===== src/rtl/ps2_key_decoder.sv =====
// ps2_key_decoder
// PS/2 keyboard receiver and scan-code set 2 decoder. Synchronises the raw
// keyboard clock/data, frames 11-bit PS/2 packets, checks odd parity and the
// stop bit, and turns make/break sequences into held-key levels plus a
// per-code strobe for menus and debug.

module ps2_key_decoder #(
  parameter int TIMEOUT = 50000
) (
  input  logic       Clock,
  input  logic       Reset,
  input  logic       PS2Clk,
  input  logic       PS2Dat,
  output logic       Alpha,
  output logic       Zulu,
  output logic       Sierra,
  output logic       Xray,
  output logic       Esc,
  output logic       Enter,
  output logic       KeyValid,
  output logic [7:0] KeyCode,
  output logic       KeyBreak,
  output logic       KeyExt,
  output logic       FrameErr
);

  localparam int CNT_W = $clog2(TIMEOUT + 1);

  localparam logic [7:0] CODE_BREAK  = 8'hF0;
  localparam logic [7:0] CODE_EXT    = 8'hE0;
  localparam logic [7:0] CODE_ALPHA  = 8'h1C;
  localparam logic [7:0] CODE_ZULU   = 8'h1A;
  localparam logic [7:0] CODE_SIERRA = 8'h1B;
  localparam logic [7:0] CODE_XRAY   = 8'h22;
  localparam logic [7:0] CODE_ESC    = 8'h76;
  localparam logic [7:0] CODE_ENTER  = 8'h5A;

  typedef enum logic [1:0] {
    ST_IDLE,
    ST_DATA,
    ST_PARITY,
    ST_STOP
  } rx_state_t;

  // Synchroniser chain; the idle bus is high, so these reset to 1
  logic ps2clk_meta_q, ps2clk_meta_d;
  logic ps2clk_sync_q, ps2clk_sync_d;
  logic ps2clk_prev_q, ps2clk_prev_d;
  logic ps2dat_meta_q, ps2dat_meta_d;
  logic ps2dat_sync_q, ps2dat_sync_d;

  // Receiver state
  rx_state_t        state_q, state_d;
  logic [2:0]       bit_cnt_q, bit_cnt_d;
  logic [7:0]       shift_q, shift_d;
  logic             parity_q, parity_d;
  logic [CNT_W-1:0] tmo_cnt_q, tmo_cnt_d;

  // Decoder prefix memory and registered outputs
  logic       brk_q, brk_d;
  logic       ext_q, ext_d;
  logic       key_valid_q, key_valid_d;
  logic [7:0] key_code_q, key_code_d;
  logic       key_break_q, key_break_d;
  logic       key_ext_q, key_ext_d;
  logic       frame_err_q, frame_err_d;
  logic       alpha_q, alpha_d;
  logic       zulu_q, zulu_d;
  logic       sierra_q, sierra_d;
  logic       xray_q, xray_d;
  logic       esc_q, esc_d;
  logic       enter_q, enter_d;

  logic fall;
  logic byte_good;
  logic timeout_hit;

  assign fall = ps2clk_prev_q & ~ps2clk_sync_q;

  // Next-state logic: frame reception on keyboard clock falls, timeout
  // abandonment of partial frames, and make/break decoding of good bytes
  always_comb begin
    ps2clk_meta_d = PS2Clk;
    ps2clk_sync_d = ps2clk_meta_q;
    ps2clk_prev_d = ps2clk_sync_q;
    ps2dat_meta_d = PS2Dat;
    ps2dat_sync_d = ps2dat_meta_q;

    state_d     = state_q;
    bit_cnt_d   = bit_cnt_q;
    shift_d     = shift_q;
    parity_d    = parity_q;
    tmo_cnt_d   = tmo_cnt_q;
    brk_d       = brk_q;
    ext_d       = ext_q;
    key_valid_d = 1'b0;
    key_code_d  = key_code_q;
    key_break_d = key_break_q;
    key_ext_d   = key_ext_q;
    frame_err_d = 1'b0;
    alpha_d     = alpha_q;
    zulu_d      = zulu_q;
    sierra_d    = sierra_q;
    xray_d      = xray_q;
    esc_d       = esc_q;
    enter_d     = enter_q;
    byte_good   = 1'b0;

    if (state_q == ST_IDLE || fall) begin
      tmo_cnt_d = '0;
    end else begin
      tmo_cnt_d = tmo_cnt_q + CNT_W'(1);
    end

    timeout_hit = (state_q != ST_IDLE) && !fall &&
                  (tmo_cnt_q == CNT_W'(TIMEOUT - 1));

    if (timeout_hit) begin
      state_d     = ST_IDLE;
      tmo_cnt_d   = '0;
      frame_err_d = 1'b1;
      brk_d       = 1'b0;
      ext_d       = 1'b0;
    end else if (fall) begin
      case (state_q)
        ST_IDLE: begin
          if (!ps2dat_sync_q) begin
            state_d   = ST_DATA;
            bit_cnt_d = 3'd0;
          end
        end
        ST_DATA: begin
          shift_d   = {ps2dat_sync_q, shift_q[7:1]};
          bit_cnt_d = bit_cnt_q + 3'd1;
          if (bit_cnt_q == 3'd7) begin
            state_d = ST_PARITY;
          end
        end
        ST_PARITY: begin
          parity_d = ps2dat_sync_q;
          state_d  = ST_STOP;
        end
        ST_STOP: begin
          state_d = ST_IDLE;
          if (ps2dat_sync_q && (^{shift_q, parity_q})) begin
            byte_good = 1'b1;
          end else begin
            frame_err_d = 1'b1;
            brk_d       = 1'b0;
            ext_d       = 1'b0;
          end
        end
        default: state_d = ST_IDLE;
      endcase
    end

    if (byte_good) begin
      if (shift_q == CODE_BREAK) begin
        brk_d = 1'b1;
      end else if (shift_q == CODE_EXT) begin
        ext_d = 1'b1;
      end else begin
        key_valid_d = 1'b1;
        key_code_d  = shift_q;
        key_break_d = brk_q;
        key_ext_d   = ext_q;
        if (!ext_q) begin
          case (shift_q)
            CODE_ALPHA:  alpha_d  = ~brk_q;
            CODE_ZULU:   zulu_d   = ~brk_q;
            CODE_SIERRA: sierra_d = ~brk_q;
            CODE_XRAY:   xray_d   = ~brk_q;
            CODE_ESC:    esc_d    = ~brk_q;
            CODE_ENTER:  enter_d  = ~brk_q;
            default: ;
          endcase
        end
        brk_d = 1'b0;
        ext_d = 1'b0;
      end
    end
  end

  // State register; reset returns the bus view to idle-high and clears all else
  always_ff @(posedge Clock) begin
    if (Reset) begin
      ps2clk_meta_q <= 1'b1;
      ps2clk_sync_q <= 1'b1;
      ps2clk_prev_q <= 1'b1;
      ps2dat_meta_q <= 1'b1;
      ps2dat_sync_q <= 1'b1;
      state_q       <= ST_IDLE;
      bit_cnt_q     <= 3'd0;
      shift_q       <= 8'h00;
      parity_q      <= 1'b0;
      tmo_cnt_q     <= '0;
      brk_q         <= 1'b0;
      ext_q         <= 1'b0;
      key_valid_q   <= 1'b0;
      key_code_q    <= 8'h00;
      key_break_q   <= 1'b0;
      key_ext_q     <= 1'b0;
      frame_err_q   <= 1'b0;
      alpha_q       <= 1'b0;
      zulu_q        <= 1'b0;
      sierra_q      <= 1'b0;
      xray_q        <= 1'b0;
      esc_q         <= 1'b0;
      enter_q       <= 1'b0;
    end else begin
      ps2clk_meta_q <= ps2clk_meta_d;
      ps2clk_sync_q <= ps2clk_sync_d;
      ps2clk_prev_q <= ps2clk_prev_d;
      ps2dat_meta_q <= ps2dat_meta_d;
      ps2dat_sync_q <= ps2dat_sync_d;
      state_q       <= state_d;
      bit_cnt_q     <= bit_cnt_d;
      shift_q       <= shift_d;
      parity_q      <= parity_d;
      tmo_cnt_q     <= tmo_cnt_d;
      brk_q         <= brk_d;
      ext_q         <= ext_d;
      key_valid_q   <= key_valid_d;
      key_code_q    <= key_code_d;
      key_break_q   <= key_break_d;
      key_ext_q     <= key_ext_d;
      frame_err_q   <= frame_err_d;
      alpha_q       <= alpha_d;
      zulu_q        <= zulu_d;
      sierra_q      <= sierra_d;
      xray_q        <= xray_d;
      esc_q         <= esc_d;
      enter_q       <= enter_d;
    end
  end

  assign Alpha    = alpha_q;
  assign Zulu     = zulu_q;
  assign Sierra   = sierra_q;
  assign Xray     = xray_q;
  assign Esc      = esc_q;
  assign Enter    = enter_q;
  assign KeyValid = key_valid_q;
  assign KeyCode  = key_code_q;
  assign KeyBreak = key_break_q;
  assign KeyExt   = key_ext_q;
  assign FrameErr = frame_err_q;

endmodule


===== config.mk =====
export PLATFORM = sky130hd
export DESIGN_NAME = ps2_key_decoder
export DESIGN_NICKNAME = d
export VERILOG_FILES = /design/src/rtl/ps2_key_decoder.sv
export SDC_FILE = /design/constraint.sdc
export NUM_CORES = 1
export LEC_CHECK = 0
export ABC_AREA = 0
export BUFFER_PORTS_ARGS = -buffer_cell sky130_fd_sc_hd__buf_2
export CORE_MARGIN = 3
export CORE_UTILIZATION = 49
export CTS_CLUSTER_DIAMETER = 30
export DETAILED_ROUTE_END_ITERATION = 16
export PLACE_DENSITY = 0.77
export SYNTH_ARGS = -nofsm -noshare
export SYNTH_HDL_FRONTEND = slang
export SYNTH_SLANG_ARGS = --single-unit
export TNS_END_PERCENT = 10

===== constraint.sdc =====
create_clock -name Clock -period 2.8 [get_ports Clock]
set_input_delay 0.28 -clock Clock [delete_from_list [all_inputs] [get_ports Clock]]
set_output_delay 0.28 -clock Clock [all_outputs]
set_load 0.01 [all_outputs]

* Word-level counts from Yosys, hierarchy flattened *
Cells that the tools add are included.

word-level totals
  bits in registers = 55
  word-level logic and storage cells = 99
  bits of input ports = 4

cells by class
  add/sub/neg operators = 2
  equal/unequal tests = 15
  bitwise gates (word level) = 8
  muxes and demuxes = 28
  reduce and logical (&&, ||, !) cells = 23

operators by type and width
  operator                                        number
  AND reduction 5 bit                             6
  == test 8 x 5 -> 1 bit (second input constant)  3
  2-to-1 mux 1 bit                                23
  adder 16 x 1 -> 16 bit (second input constant)  1
  == test 16 bit (second input constant)          1
  == test 8 x 7 -> 1 bit (second input constant)  2
  == test 8 bit (second input constant)           2
  AND reduction 3 bit                             4
  XOR reduction 9 bit                             1
  == test 8 x 6 -> 1 bit (second input constant)  1
  one-hot mux 2 bit (4 select lines)              1
  NOT 1 bit                                       7
  one-hot mux 3 bit (2 select lines)              1
  OR reduction 3 bit                              2
  == test 2 bit (second input constant)           2
  2-to-1 mux 2 bit                                2
  inequality test 2 bit (second input constant)   2
  AND reduction 4 bit                             1
  nonzero test 2 bit                              2
  adder 3 x 1 -> 3 bit (second input constant)    1
  == test 3 bit (second input constant)           1
  logical AND 1 bit                               3
  2-to-1 mux 3 bit                                1
  == test 2 x 1 -> 1 bit (second input constant)  1
  other kinds (5)                                 5

* Depth between registers and ports, before layout *
  depth in word-level cells = 9
  depth in mapped cells = 7
  mapped depth without buffers = 6

* Least setup slack after synthesis *
No wires, ideal clock.

  kind = reg-to-reg
  start = register tmo_cnt_q[7]
  end = register brk_q
  data arrival time = 1.977 ns
  stages on the path, launching flop included = 6
  data required time = 2.675 ns
  path slack = 0.698 ns
  cells stage by stage = dfxtp_1 > or4_4 > or4_4 > o311a_4 > o31ai_1 > a21oi_1

on the way
  longest elaborated chain between the ends = 6
  elaborated cells between the ends (all ways) = 7
  classes of those cells = eq/ne: 1; mux: 5; reduce/logical: 1

ends and longest elaborated chain
  element                 line  source
  from (decl)             57    logic [CNT_W-1:0] tmo_cnt_q, tmo_cnt_d;
  from (signal assigned)  220   tmo_cnt_q <= tmo_cnt_d;
  == test 16 bit (*)      116   (tmo_cnt_q == CNT_W'(TIMEOUT - 1));
  logical AND 1 bit (*)   115   timeout_hit = (state_q != ST_IDLE) && !fall &&
  2-to-1 mux 1 bit        118   if (timeout_hit) begin
  2-to-1 mux 1 bit        160   end else if (shift_q == CODE_EXT) begin
  2-to-1 mux 1 bit        158   if (shift_q == CODE_BREAK) begin
  2-to-1 mux 1 bit (*)    157   if (byte_good) begin
  to (signal assigned)    221   brk_q <= brk_d;
  to (decl)               60    logic brk_q, brk_d;

Mark *: on every way between the ends. The rest lies on a longest branch, timed or not.
A chain may end at the register's enable or synchronous reset.

* Worst setup path after layout *
  start = register shift_q[1]
  end = register brk_q

on the way
  longest elaborated chain between the ends = 9
  elaborated cells between the ends (all ways) = 15
  classes of those cells = eq/ne: 2; mux: 11; reduce/logical: 2

ends and longest elaborated chain
  element                 line  source
  from (decl)             55    logic [7:0] shift_q, shift_d;
  from (signal assigned)  218   shift_q <= shift_d;
  XOR reduction 9 bit     145   if (ps2dat_sync_q && (^{shift_q, parity_q})) begin
  logical AND 1 bit       145
  2-to-1 mux 1 bit        145
  2-to-1 mux 1 bit        125   case (state_q)
  2-to-1 mux 1 bit        124   end else if (fall) begin
  2-to-1 mux 1 bit        118
  2-to-1 mux 1 bit        160
  2-to-1 mux 1 bit        158
  2-to-1 mux 1 bit (*)    157

Marked as above.

==> impl_metrics.env <==
export IMPL_worstHoldPathCells=2
export IMPL_combPwrFrac_pct=1.5
export IMPL_critPathCaptureType="register"
export IMPL_synthMuxAreaShare_pct=8.12
export IMPL_crit_type="reg2reg"
export IMPL_rrSetupSlack_ns=0.60
export IMPL_drtAntennaViolNets=0
export IMPL_rsz0062_at_grt="false"
export IMPL_synthSimpleGateAreaFrac_pct=23.9
export IMPL_synth_avg_cell_area_um2=9.40
export IMPL_synth_top_area_share_pct=44.4
export IMPL_ys_warn_count=0
export IMPL_hold_buffers=0
export IMPL_async_reset_ff_share_pct=0
export IMPL_dp_cells=339
export IMPL_grt_pass1_vias=1666
export IMPL_p_leak_nw=1.15
export IMPL_stdcell_area_um2=2750
export IMPL_grt_ovfl_total=0
export IMPL_place_area_um2=2620
export IMPL_h_tree_depth=2
export IMPL_clk_path_buf_depth=2
export IMPL_fin_crit_ns=2.20
export IMPL_seq_power_share_pct=55.3
export IMPL_finalHoldViolations=0
export IMPL_synth_edf_count=0
export IMPL_drt_pass1_iter_count=4
export IMPL_wl_mm=4.48
export IMPL_ys_types=45
export IMPL_synthXorXnorAreaFrac_pct=8.77
export IMPL_yosys_top_cells_area="dfxtp_1 44%, mux2i_1 7.7%, nor2_1 6.7%, ha_1 3.5%, xnor2_1 3.2%"
export IMPL_worst_setup_path_start_kind="register"
export IMPL_die_x_um=77.2
export IMPL_vias=1827
export IMPL_setup_violations=0
export IMPL_arrival_ns=2.44
export IMPL_clock_sinks=55
export IMPL_synth_compound_area_share_pct=7.97
export IMPL_cts_tree="yes"
export IMPL_via_per_inst=5.27
export IMPL_synth_top_family_by_area="simple AND/OR/NAND/NOR gates"
export IMPL_p_sw_uw=274
export IMPL_placementRows=25
export IMPL_area_delta_synth_final_pct=10.9
export IMPL_required_ns=3.04
export IMPL_fin_setup_tns_ns=0
export IMPL_syn_cell_area_um2=2480
export IMPL_root_buffer="clkbuf_8"
export IMPL_synth_ff_latch_count=55
export IMPL_grt_pass1_wl_mm=7.67
export IMPL_fp_dieArea_um2=5950
export IMPL_hp_class="in2reg"
export IMPL_start_util_pct=51.5
export IMPL_gp_congestion=0.780
export IMPL_route_detailed_drc=0
export IMPL_synth_nets=275
export IMPL_synth_fa_ha_area_share_pct=3.53
export IMPL_grtUsageTotal_pct=15.7
export IMPL_drv_cap=0
export IMPL_cts_resized_gates=0
export IMPL_instances_no_fill=347
export IMPL_drv_slew=0
export IMPL_finalClockSkew_ns=0.00710
export IMPL_r2r_cells=5
export IMPL_path_clk_slew_ns=0.10
export IMPL_nNetsFinal=290
export IMPL_power_density_nw_per_um2=517
export IMPL_drt_iter0_drc=91
export IMPL_fin_crit_sh_pct=78.6
export IMPL_pwr_share_clk_pct=43.2
export IMPL_synth_top_area_cell="dfxtp_1"
export IMPL_synthFlopType="dfxtp_1"
export IMPL_peakVddDrop_mv=0.286
export IMPL_tightestPinTransition_ns=0.658
export IMPL_max_freq_mhz=454
export IMPL_synthCells=264
export IMPL_slew_headroom_pct=56.1
export IMPL_numCtsBuffers=5
export IMPL_worst_path_max_fanout=8
export IMPL_io_buffers=21
export IMPL_core_area_um2=4820
export IMPL_fin_util_pct=57.1
export IMPL_ios=22
export IMPL_cts_setup_buffers=0
export IMPL_die_height_um=77.2
export IMPL_grt_max_degree=41
export IMPL_dp_hpwl_mm=3.06
export IMPL_post_drt_wl_per_cell_um=12.9
export IMPL_status="finished clean"
export IMPL_p_int_mw=1.15
export IMPL_clk_latency_ns=0.31
export IMPL_diodes=0
export IMPL_netSwitchingFraction_pct=19.3
export IMPL_drive_gt1_share_pct=14.6
export IMPL_ys_seq_area_share_pct=44.4
export IMPL_antenna_found_initial=0
-- final cells by class --
class	instances	area, µm²
repair buffers	22	113
multi-input cells	189	1300
clock inverters	3	67.6
flip-flops and latches	55	1100
well taps	67	83.8
fillers	458	2060
clock buffers	5	68.8
inverters	6	22.5
-- layer usage --
metal  global-route usage [%]  up-vias  routed length, µm
met4                     5.34        0                 62
met1                     20.1      862               2170
met3                     3.29        5                113
met2                     26.1       17               2140
met5                        0        -                  0
li1                         -      943                  -
-- state kept, by name, summed over array words and instances, names as in the netlist, 2 cells and up --
register and count:
KeyCode 8, bit_cnt_q 3, shift_q 8, state_q 2, tmo_cnt_q 16
-- layout by cell type (no fill, tap or decap), types with 2 or more instances in the layout --
| cell | count |
|---|---|
| xnor3_1 | 2 |
| a32oi_1 | 2 |
| nand2b_1 | 6 |
| or4_4 | 2 |
| nand3_1 | 7 |
| a21oi_1 | 9 |
| inv_1 | 6 |
| clkbuf_8 | 5 |
| nor2_1 | 44 |
| xor2_1 | 8 |
| nor3_1 | 5 |
| ha_1 | 7 |
| nor2b_1 | 4 |
| nand4_1 | 6 |
| and3_1 | 2 |
| xnor2_1 | 9 |
| nand3b_1 | 2 |
| or2_2 | 7 |
| dfxtp_1 | 55 |
| nand2_1 | 16 |
| o31ai_1 | 2 |
| a41oi_1 | 2 |
| a211oi_1 | 2 |
| bufinv_16 | 2 |
| a311oi_1 | 2 |
| mux2i_1 | 19 |
| nor4_1 | 4 |
| o21ai_0 | 3 |
| nand4b_1 | 3 |
| buf_2 | 21 |
-- stage by stage --
| stage | power [mW] | setup slack, ns | hold WS, ns |
|---|---|---|---|
| after floorplan | 0.821 | 0.698 | 0.384 |
| after global placement | 0.826 | 0.650 | 0.398 |
| after detailed placement | 0.826 | 0.626 | 0.397 |
| after CTS | 1.44 | 0.611 | 0.142 |
| after global routing | 1.47 | 0.442 | 0.136 |
| final | 1.42 | 0.598 | 0.149 |
-- kinds of logic (layout without fill, tap and decap cells) --
group / count (synthesis) / in the layout
and+or+nand+nor: 115 / 115
AOI/OAI and AO/OA: 27 / 27
adders and majority gates: 7 / 7
DFF: 55 / 55
buffers and inverters: 20 / 36
muxes: 20 / 20
xor gates and xnor gates: 20 / 20
-- cells in the mapped netlist (3+ instances only) --
library cell / count
xor2_1: 8
nor2b_1: 4
nand2b_1: 6
inv_1: 6
nor4_1: 4
nand2_1: 16
mux2i_1: 19
clkbuf_1: 9
xnor2_1: 9
nor2_1: 44
a21oi_1: 9
buf_2: 3
ha_1: 7
nor3_1: 5
nand3_1: 7
or2_2: 7
nand4b_1: 3
nand4_1: 6
o21ai_0: 3
dfxtp_1: 55
-- critical path: stages, from the launching register on --
cell and delay [ns]:
dfxtp_1 0.50, xor2_1 0.18, xnor3_1 0.53, a2111oi_1 0.62, o31ai_1 0.16, a21oi_1 0.14
-- final timing paths --
check / startpoint / end
max: shift_q[1] / brk_q
min: PS2Dat / ps2dat_meta_q
max reg2reg: shift_q[1] / brk_q
min reg2reg: ps2dat_meta_q / ps2dat_sync_q
-- power groups by stage --
stage	Sequential, mW	Combinational, mW	Clock [mW]
floorplan	0.804	0.0166	0
global placement	0.805	0.0208	0
detailed placement	0.805	0.0210	0
CTS	0.787	0.0213	0.629
global route	0.788	0.0234	0.657
finish	0.787	0.0212	0.615
Power figures use the tool's default switching activity.
